==> src/rtl/usart_rx_fifo_core_pkg.sv <==
// rtl/usart_rx_fifo_core_pkg.sv - shared types and helpers for the USART receive path
package usart_pkg;

  typedef enum logic [2:0] {
    ST_IDLE,
    ST_START,
    ST_DATA,
    ST_PARITY,
    ST_STOP1,
    ST_STOP2
  } rx_state_e;

  typedef enum logic [1:0] {
    PAR_NONE = 2'b00,
    PAR_EVEN = 2'b01,
    PAR_ODD  = 2'b10
  } parity_e;

  typedef enum logic [1:0] {
    CL_5 = 2'b00,
    CL_6 = 2'b01,
    CL_7 = 2'b10,
    CL_8 = 2'b11
  } char_len_e;

  typedef struct packed {
    logic       ferr;
    logic       perr;
    logic [7:0] data;
  } rx_entry_t;

  function automatic logic [3:0] data_bits(input char_len_e cl);
    logic [1:0] c;
    c = cl;
    return 4'd5 + {2'b00, c};
  endfunction

  // Encoding 11 is a second "no parity" code, folded onto PAR_NONE.
  function automatic parity_e to_parity(input logic [1:0] p);
    case (p)
      2'b01:   return PAR_EVEN;
      2'b10:   return PAR_ODD;
      default: return PAR_NONE;
    endcase
  endfunction

endpackage

==> src/rtl/usart_rx_fifo.sv <==
// rtl/usart_rx_fifo.sv - show-ahead receive FIFO of rx_entry_t
module usart_rx_fifo
  import usart_pkg::*;
#(
  parameter int FIFO_DEPTH = 8,
  localparam int AW = $clog2(FIFO_DEPTH),
  localparam int CW = $clog2(FIFO_DEPTH + 1)
) (
  input  logic          clk,
  input  logic          rst,
  input  logic          push,
  input  rx_entry_t     push_data,
  input  logic          pop,
  output rx_entry_t     head,
  output logic [CW-1:0] count,
  output logic          full,
  output logic          empty,
  output logic          overflow
);

  rx_entry_t     mem [FIFO_DEPTH];
  logic [AW-1:0] wptr;
  logic [AW-1:0] rptr;
  logic [CW-1:0] count_q;
  logic          pop_ok;
  logic          push_ok;

  assign empty    = (count_q == '0);
  assign full     = (count_q == CW'(FIFO_DEPTH));
  assign pop_ok   = pop && !empty;
  // A pop in the same cycle frees the slot, so a full FIFO still accepts the push.
  assign push_ok  = push && (!full || pop_ok);
  assign overflow = push && !push_ok;
  assign count    = count_q;
  assign head     = empty ? '0 : mem[rptr];

  always_ff @(posedge clk) begin
    if (push_ok) mem[wptr] <= push_data;
  end

  always_ff @(posedge clk) begin
    if (!rst) begin
      wptr    <= '0;
      rptr    <= '0;
      count_q <= '0;
    end else begin
      if (push_ok) wptr <= wptr + 1'b1;
      if (pop_ok)  rptr <= rptr + 1'b1;
      case ({push_ok, pop_ok})
        2'b10:   count_q <= count_q + 1'b1;
        2'b01:   count_q <= count_q - 1'b1;
        default: count_q <= count_q;
      endcase
    end
  end

endmodule

==> src/rtl/usart_rx_fifo_core.sv <==
// rtl/usart_rx_fifo_core.sv - USART receiver: synchroniser, tick generator, frame FSM, FIFO
module usart_rx_fifo_core
  import usart_pkg::*;
#(
  parameter int OVERSAMPLE = 16,
  parameter int DIV_W      = 16,
  parameter int FIFO_DEPTH = 8
) (
  input  logic                               clk,
  input  logic                               rst,
  input  logic [DIV_W-1:0]                   baud_div_i,
  input  logic [1:0]                         char_len_i,
  input  logic [1:0]                         parity_i,
  input  logic                               stop2_i,
  input  logic                               rxd_i,
  input  logic                               rd_en_i,
  output logic [7:0]                         rd_data_o,
  output logic                               rd_perr_o,
  output logic                               rd_ferr_o,
  output logic                               rd_valid_o,
  output logic [$clog2(FIFO_DEPTH+1)-1:0]    count_o,
  output logic                               overrun_o,
  input  logic                               overrun_clr_i
);

  localparam int TW = $clog2(OVERSAMPLE);
  localparam logic [TW-1:0] HALF_LAST = TW'(OVERSAMPLE / 2 - 1);
  localparam logic [TW-1:0] FULL_LAST = TW'(OVERSAMPLE - 1);

  logic             sync1, sync2, rx_prev;
  logic             rx_s, fall;
  logic [DIV_W-1:0] baud_cnt;
  logic             tick;
  logic [TW-1:0]    tcnt;
  logic             samp;
  rx_state_e        state;
  logic [7:0]       shreg;
  logic [2:0]       bit_idx;
  logic [3:0]       nbits;
  parity_e          par_mode;
  logic             stop2_q;
  logic             perr_q;
  logic             ferr_q;
  logic [7:0]       data_al;
  logic             par_calc;
  logic             push;
  rx_entry_t        push_entry;
  rx_entry_t        head;
  logic             fifo_full, fifo_empty, fifo_ovf;

  assign rx_s = sync2;
  assign fall = rx_prev && !rx_s;
  assign tick = (baud_cnt >= baud_div_i);
  assign samp = tick && (tcnt == ((state == ST_START) ? HALF_LAST : FULL_LAST));

  // Bits were shifted in from the top, so right-align to the frame's length.
  assign data_al  = shreg >> (4'd8 - nbits);
  assign par_calc = (^data_al) ^ rx_s;

  assign push = samp && ((state == ST_STOP2) || (state == ST_STOP1 && !stop2_q));
  assign push_entry = '{ferr: ferr_q | ~rx_s, perr: perr_q, data: data_al};

  always_ff @(posedge clk) begin
    if (!rst) begin
      sync1    <= 1'b1;
      sync2    <= 1'b1;
      rx_prev  <= 1'b1;
      baud_cnt <= '0;
      tcnt     <= '0;
      state    <= ST_IDLE;
      shreg    <= '0;
      bit_idx  <= '0;
      nbits    <= 4'd8;
      par_mode <= PAR_NONE;
      stop2_q  <= 1'b0;
      perr_q   <= 1'b0;
      ferr_q   <= 1'b0;
    end else begin
      sync1   <= rxd_i;
      sync2   <= sync1;
      rx_prev <= sync2;

      // Restarting the divider on the start edge centres every later sample.
      if ((state == ST_IDLE && fall) || tick) baud_cnt <= '0;
      else                                    baud_cnt <= baud_cnt + 1'b1;

      if (state == ST_IDLE) tcnt <= '0;
      else if (tick)        tcnt <= samp ? '0 : tcnt + 1'b1;

      case (state)
        ST_IDLE: begin
          if (fall) state <= ST_START;
        end
        ST_START: begin
          if (samp) begin
            if (!rx_s) begin
              state    <= ST_DATA;
              nbits    <= data_bits(char_len_e'(char_len_i));
              par_mode <= to_parity(parity_i);
              stop2_q  <= stop2_i;
              bit_idx  <= '0;
              shreg    <= '0;
              perr_q   <= 1'b0;
              ferr_q   <= 1'b0;
            end else begin
              state <= ST_IDLE;
            end
          end
        end
        ST_DATA: begin
          if (samp) begin
            shreg   <= {rx_s, shreg[7:1]};
            bit_idx <= bit_idx + 1'b1;
            if ({1'b0, bit_idx} == nbits - 4'd1)
              state <= (par_mode != PAR_NONE) ? ST_PARITY : ST_STOP1;
          end
        end
        ST_PARITY: begin
          if (samp) begin
            perr_q <= (par_mode == PAR_EVEN) ? par_calc : ~par_calc;
            state  <= ST_STOP1;
          end
        end
        ST_STOP1: begin
          if (samp) begin
            ferr_q <= ~rx_s;
            state  <= stop2_q ? ST_STOP2 : ST_IDLE;
          end
        end
        ST_STOP2: begin
          if (samp) state <= ST_IDLE;
        end
        default: state <= ST_IDLE;
      endcase
    end
  end

  always_ff @(posedge clk) begin
    if (!rst)               overrun_o <= 1'b0;
    else if (fifo_ovf)      overrun_o <= 1'b1;
    else if (overrun_clr_i) overrun_o <= 1'b0;
  end

  usart_rx_fifo #(.FIFO_DEPTH(FIFO_DEPTH)) u_fifo (
    .clk       (clk),
    .rst       (rst),
    .push      (push),
    .push_data (push_entry),
    .pop       (rd_en_i),
    .head      (head),
    .count     (count_o),
    .full      (fifo_full),
    .empty     (fifo_empty),
    .overflow  (fifo_ovf)
  );

  assign rd_data_o  = head.data;
  assign rd_perr_o  = head.perr;
  assign rd_ferr_o  = head.ferr;
  assign rd_valid_o = !fifo_empty;

endmodule
==> config.mk <==
export PLATFORM = sky130hd
export DESIGN_NAME = usart_rx_fifo_core
export DESIGN_NICKNAME = d
export VERILOG_FILES = /design/src/rtl/usart_rx_fifo_core_pkg.sv /design/src/rtl/usart_rx_fifo.sv /design/src/rtl/usart_rx_fifo_core.sv
export SDC_FILE = /design/constraint.sdc
export NUM_CORES = 1
export LEC_CHECK = 0
export ABC_AREA = 1
export CAP_MARGIN = 30
export CORE_MARGIN = 3
export CORE_UTILIZATION = 54
export DETAILED_ROUTE_END_ITERATION = 12
export PLACE_DENSITY = 0.79
export SLEW_MARGIN = 40
export SYNTH_ARGS = -nofsm -noshare
export SYNTH_HDL_FRONTEND = slang
export SYNTH_SLANG_ARGS = --single-unit
==> constraint.sdc <==
create_clock -name clk -period 3.2 [get_ports clk]
set_input_delay 0.64 -clock clk [delete_from_list [all_inputs] [get_ports clk]]
set_output_delay 0.64 -clock clk [all_outputs]
set_load 0.01 [all_outputs]
==> out/qor.yml <==
cts:
  clock_latency_ns: 0.42
  cts_made_buffers: 17
  ctsHtreeMaxLevel: 4
  cts_setup_buffers: 0
  holdBufCountCts: 0
  ctsRootBufferMaster: "clkbuf_16"
  cts_tree: "built"
  numClockSinks: 140
  cts_resized: 1
  clk_pin_slew_ns: 0.06
  cts_buffer_depth: 2
routing:
  wl_per_cell_um: 14.5
  antenna_left: 0
  drtIter0Drc: 369
  dr.pass1.iters: 5
  wirelength_um: 14700
  viasPerCell: 5.41
  via_count: 5496
  drc: 0
floorplanning:
  die-area_mm2: 0.0138
  io_pins: 42
  fp.dieW_um: 118
  row_count: 40
  die_y_um: 118
  initial_core_util_pct: 55.7
  core_mm2: 0.0121
global_routing:
  grt_overflow: 0
  grt_pass1_wl_um: 24400
  grt_max_degree: 41
  antenna_found_initial: 0
  groute.usage.overall_pct: 21.8
  grt_pass1_vias: 5350
place:
  place_area_mm2: 0.00743
  gp_congestion: 0.840
  dp_cells: 983
  portBuffers: 41
  place_hpwl_um: 9920
worst_setup_path:
  ff2ff_path_depth: 15
  crit_slowest_cell: "clkdlybuf4s50_1"
  cp_top_family: "simple AND/OR/NAND/NOR gates"
  crit_fanout: 3
  cp.depth: 21
  r2r-end: "perr_q"
  worstPathArrival_ns: 3.31
  worstSetupStartpoint: "baud_div_i[15]"
  crit_type: "primary input to register"
  startpoint_type: "primary input"
  required_ns: 3.51
  cpMostUsedCell: "nand2_1"
  rr_startpoint: "nbits[0]"
  path_cells: "clkdlybuf4s50_1, inv_1, ha_1, nand2_1, inv_1, nand3_1, nor2_2, nand3_1, nand3_2, nand3_4, nand2_2, inv_1, ha_4, nand2_1, nand2_1, a31oi_2, nand3_1, nand2_1, nand3_1, nand2_1, nor2_1"
  critPathMaxStageDelay_ns: 0.45
  cp-end-kind: "register"
  r2r_setup_slack_ns: 0.37
  cp.buffers_inverters: 4
final_layout:
  fin_nets: 887
  regArea_mm2: 0.00360
  n_fill_cell: 918
  postLayoutCellArea_mm2: 0.00809
  drive_above_1_share_pct: 9.21
  multi_input_area_mm2: 0.00271
  syn2layout_area_growth_pct: 20.5
  diodes: 0
  instances_no_fill: 1015
pwr:
  share_seq_of_total_power_pct: 37.2
  power_leakage_nw: 3.34
  switching_power_w: 0.00157
  p_int_w: 0.00379
  ir_worst_vdd_mv: 0.388
  power_density_mw_per_mm2: 663
  clkPwrFrac_pct: 37.9
  power_frac_comb_pct: 24.9
  switching_share_pct: 29.3
synth:
  yosysSeqAreaShare_pct: 53.7
  syn_area_per_cell_um2: 8.70
  synthesis.nets: 825
  synthTopCellsByArea: "edfxtp_1 (36%), dfxtp_1 (18%), nand2_1 (7.4%)"
  synthCells: 772
  yosysTopAreaCell: "edfxtp_1"
  synth-async-reset-ratio_pct: 0
  synth_edf_count: 80
  yosysWarnings: 0
  yosysUniqueCellTypes: 40
  synth_most_common_cell: "nand2_1"
  ys.flop_type: "edfxtp_1"
  synth_top_cells_by_count: "nand2_1 (132), nor2_1 (117), inv_1 (88)"
  ys_ff_latch: 140
  syn_area_mm2: 0.00671
  synth_top_area_share_pct: 35.8
hold_path:
  min_to: "rx_s"
  hold_path.startpoint: "sync1"
  hp-class: "register to register"
  hold_depth: 1
sta:
  rsz0062_at_grt: "false"
  period_needed_ns: 3.00
  timing.fmax_mhz: 333
  tightest_slew_ns: 0.734
  fin_skew_ns: 0.00828
  slew_headroom_pct: 51.0
  period_share_pct: 93.7
  finalSetupViolCount: 0
  finalHoldViolCount: 0
  final_max_slew_viol_count: 0
outcome:
  status: "finished clean"
job:
  maxCapViolations: 0
metrics by stage:
stage	hold slack, ns	worst slack, ns	utilization (%)	total power, W	TNS (ns)
2_1_floorplan	0.393	0.0542	-	0.00279	0
3_3_place_gp	0.399	-0.107	61.6	0.00325	-0.507
3_5_place_dp	0.400	-0.296	61.6	0.00331	-4.78
4_1_cts	0.413	0.0816	66.7	0.00536	0
5_1_grt	0.441	0.0139	67.1	0.00561	0
6_report	0.411	0.200	67.1	0.00536	0
placed cells by master, fill, tap and decap left out, types with 10 or more instances in the layout:
cell type / Yosys / layout
nand2_1: 132 / 131
nor2_1: 117 / 115
inv_1: 88 / 86
edfxtp_1: 80 / 80
o21ai_0: 71 / 70
dfxtp_1: 60 / 60
nand3_1: 48 / 48
a21oi_1: 45 / 45
clkdlybuf4s50_1: 0 / 41
ha_1: 26 / 25
buf_4: 1 / 25
clkbuf_16: 0 / 17
a31oi_1: 13 / 12
o22ai_1: 10 / 10
worst register-to-register path, cell delays in order, from the launching register on:
cell and delay (ns):
dfxtp_1 0.60, inv_2 0.17, ha_1 0.48, inv_1 0.19
o211ai_1 0.16, nand3_1 0.14, nor2_2 0.35, nand2_1 0.12
nand3_1 0.11, nand2_1 0.06, nand2_1 0.07, nand2_1 0.06
nand2_1 0.05, nand3_1 0.07, nand2_1 0.06, inv_1 0.04
power by group through the flow:
stage	registers (W)	logic [W]	clock network, W
floorplan	0.00202	0.000769	0
global placement	0.00202	0.00123	0
detailed placement	0.00202	0.00129	0
CTS	0.00199	0.00131	0.00206
global route	0.00200	0.00148	0.00213
finish	0.00200	0.00134	0.00203
flip-flops by register name, indices dropped and copies added (netlist names), 2 cells and up, named ones only:
| register | cells |
|---|---|
| u_fifo.count | 4 |
| state | 3 |
| shreg | 8 |
| nbits | 4 |
| bit_idx | 3 |
| u_fifo.rptr | 3 |
| u_fifo.wptr | 3 |
| baud_cnt | 16 |
| tcnt | 4 |
| par_mode | 2 |
| u_fifo.mem | 80 |
routing by layer:
| metal | vias up | part of all wire [%] | global-route usage (%) |
|---|---|---|---|
| met4 | 0 | 2.2 | 9.96 |
| met1 | 2608 | 42 | 26.3 |
| li1 | 2714 | - | - |
| met3 | 34 | 4.7 | 5.05 |
| met2 | 140 | 51 | 37.4 |
| met5 | - | 0 | 0 |
cell type report:
class / instances / share of cell area [%]
timing repair buffer: 67 / 7.53
tap: 168 / 2.60
inverter: 91 / 4.32
clock buffer: 21 / 5.45
clock inverter: 11 / 2.09
sequential: 140 / 44.6
multi-input combinational: 517 / 33.5
logic make-up after synthesis:
logic type / share of synthesized area (%)
and+or+nand+nor: 20.7
AOI/OAI and AO/OA: 11.9
DFF: 53.7
buffers and inverters: 6.52
adders and majority gates: 5.14
xor gates and xnor gates: 2.09
worst max path at each step:
stage,to,slack [ns]
detailed placement,u_fifo.count[3],-0.30
global placement,u_fifo.count[3],-0.11
floorplan,u_fifo.mem[0][0],0.05
global route,u_fifo.count[3],0.01
CTS,u_fifo.count[3],0.08
finish,u_fifo.count[3],0.20
No activity file was read; power rests on OpenSTA's default activity.
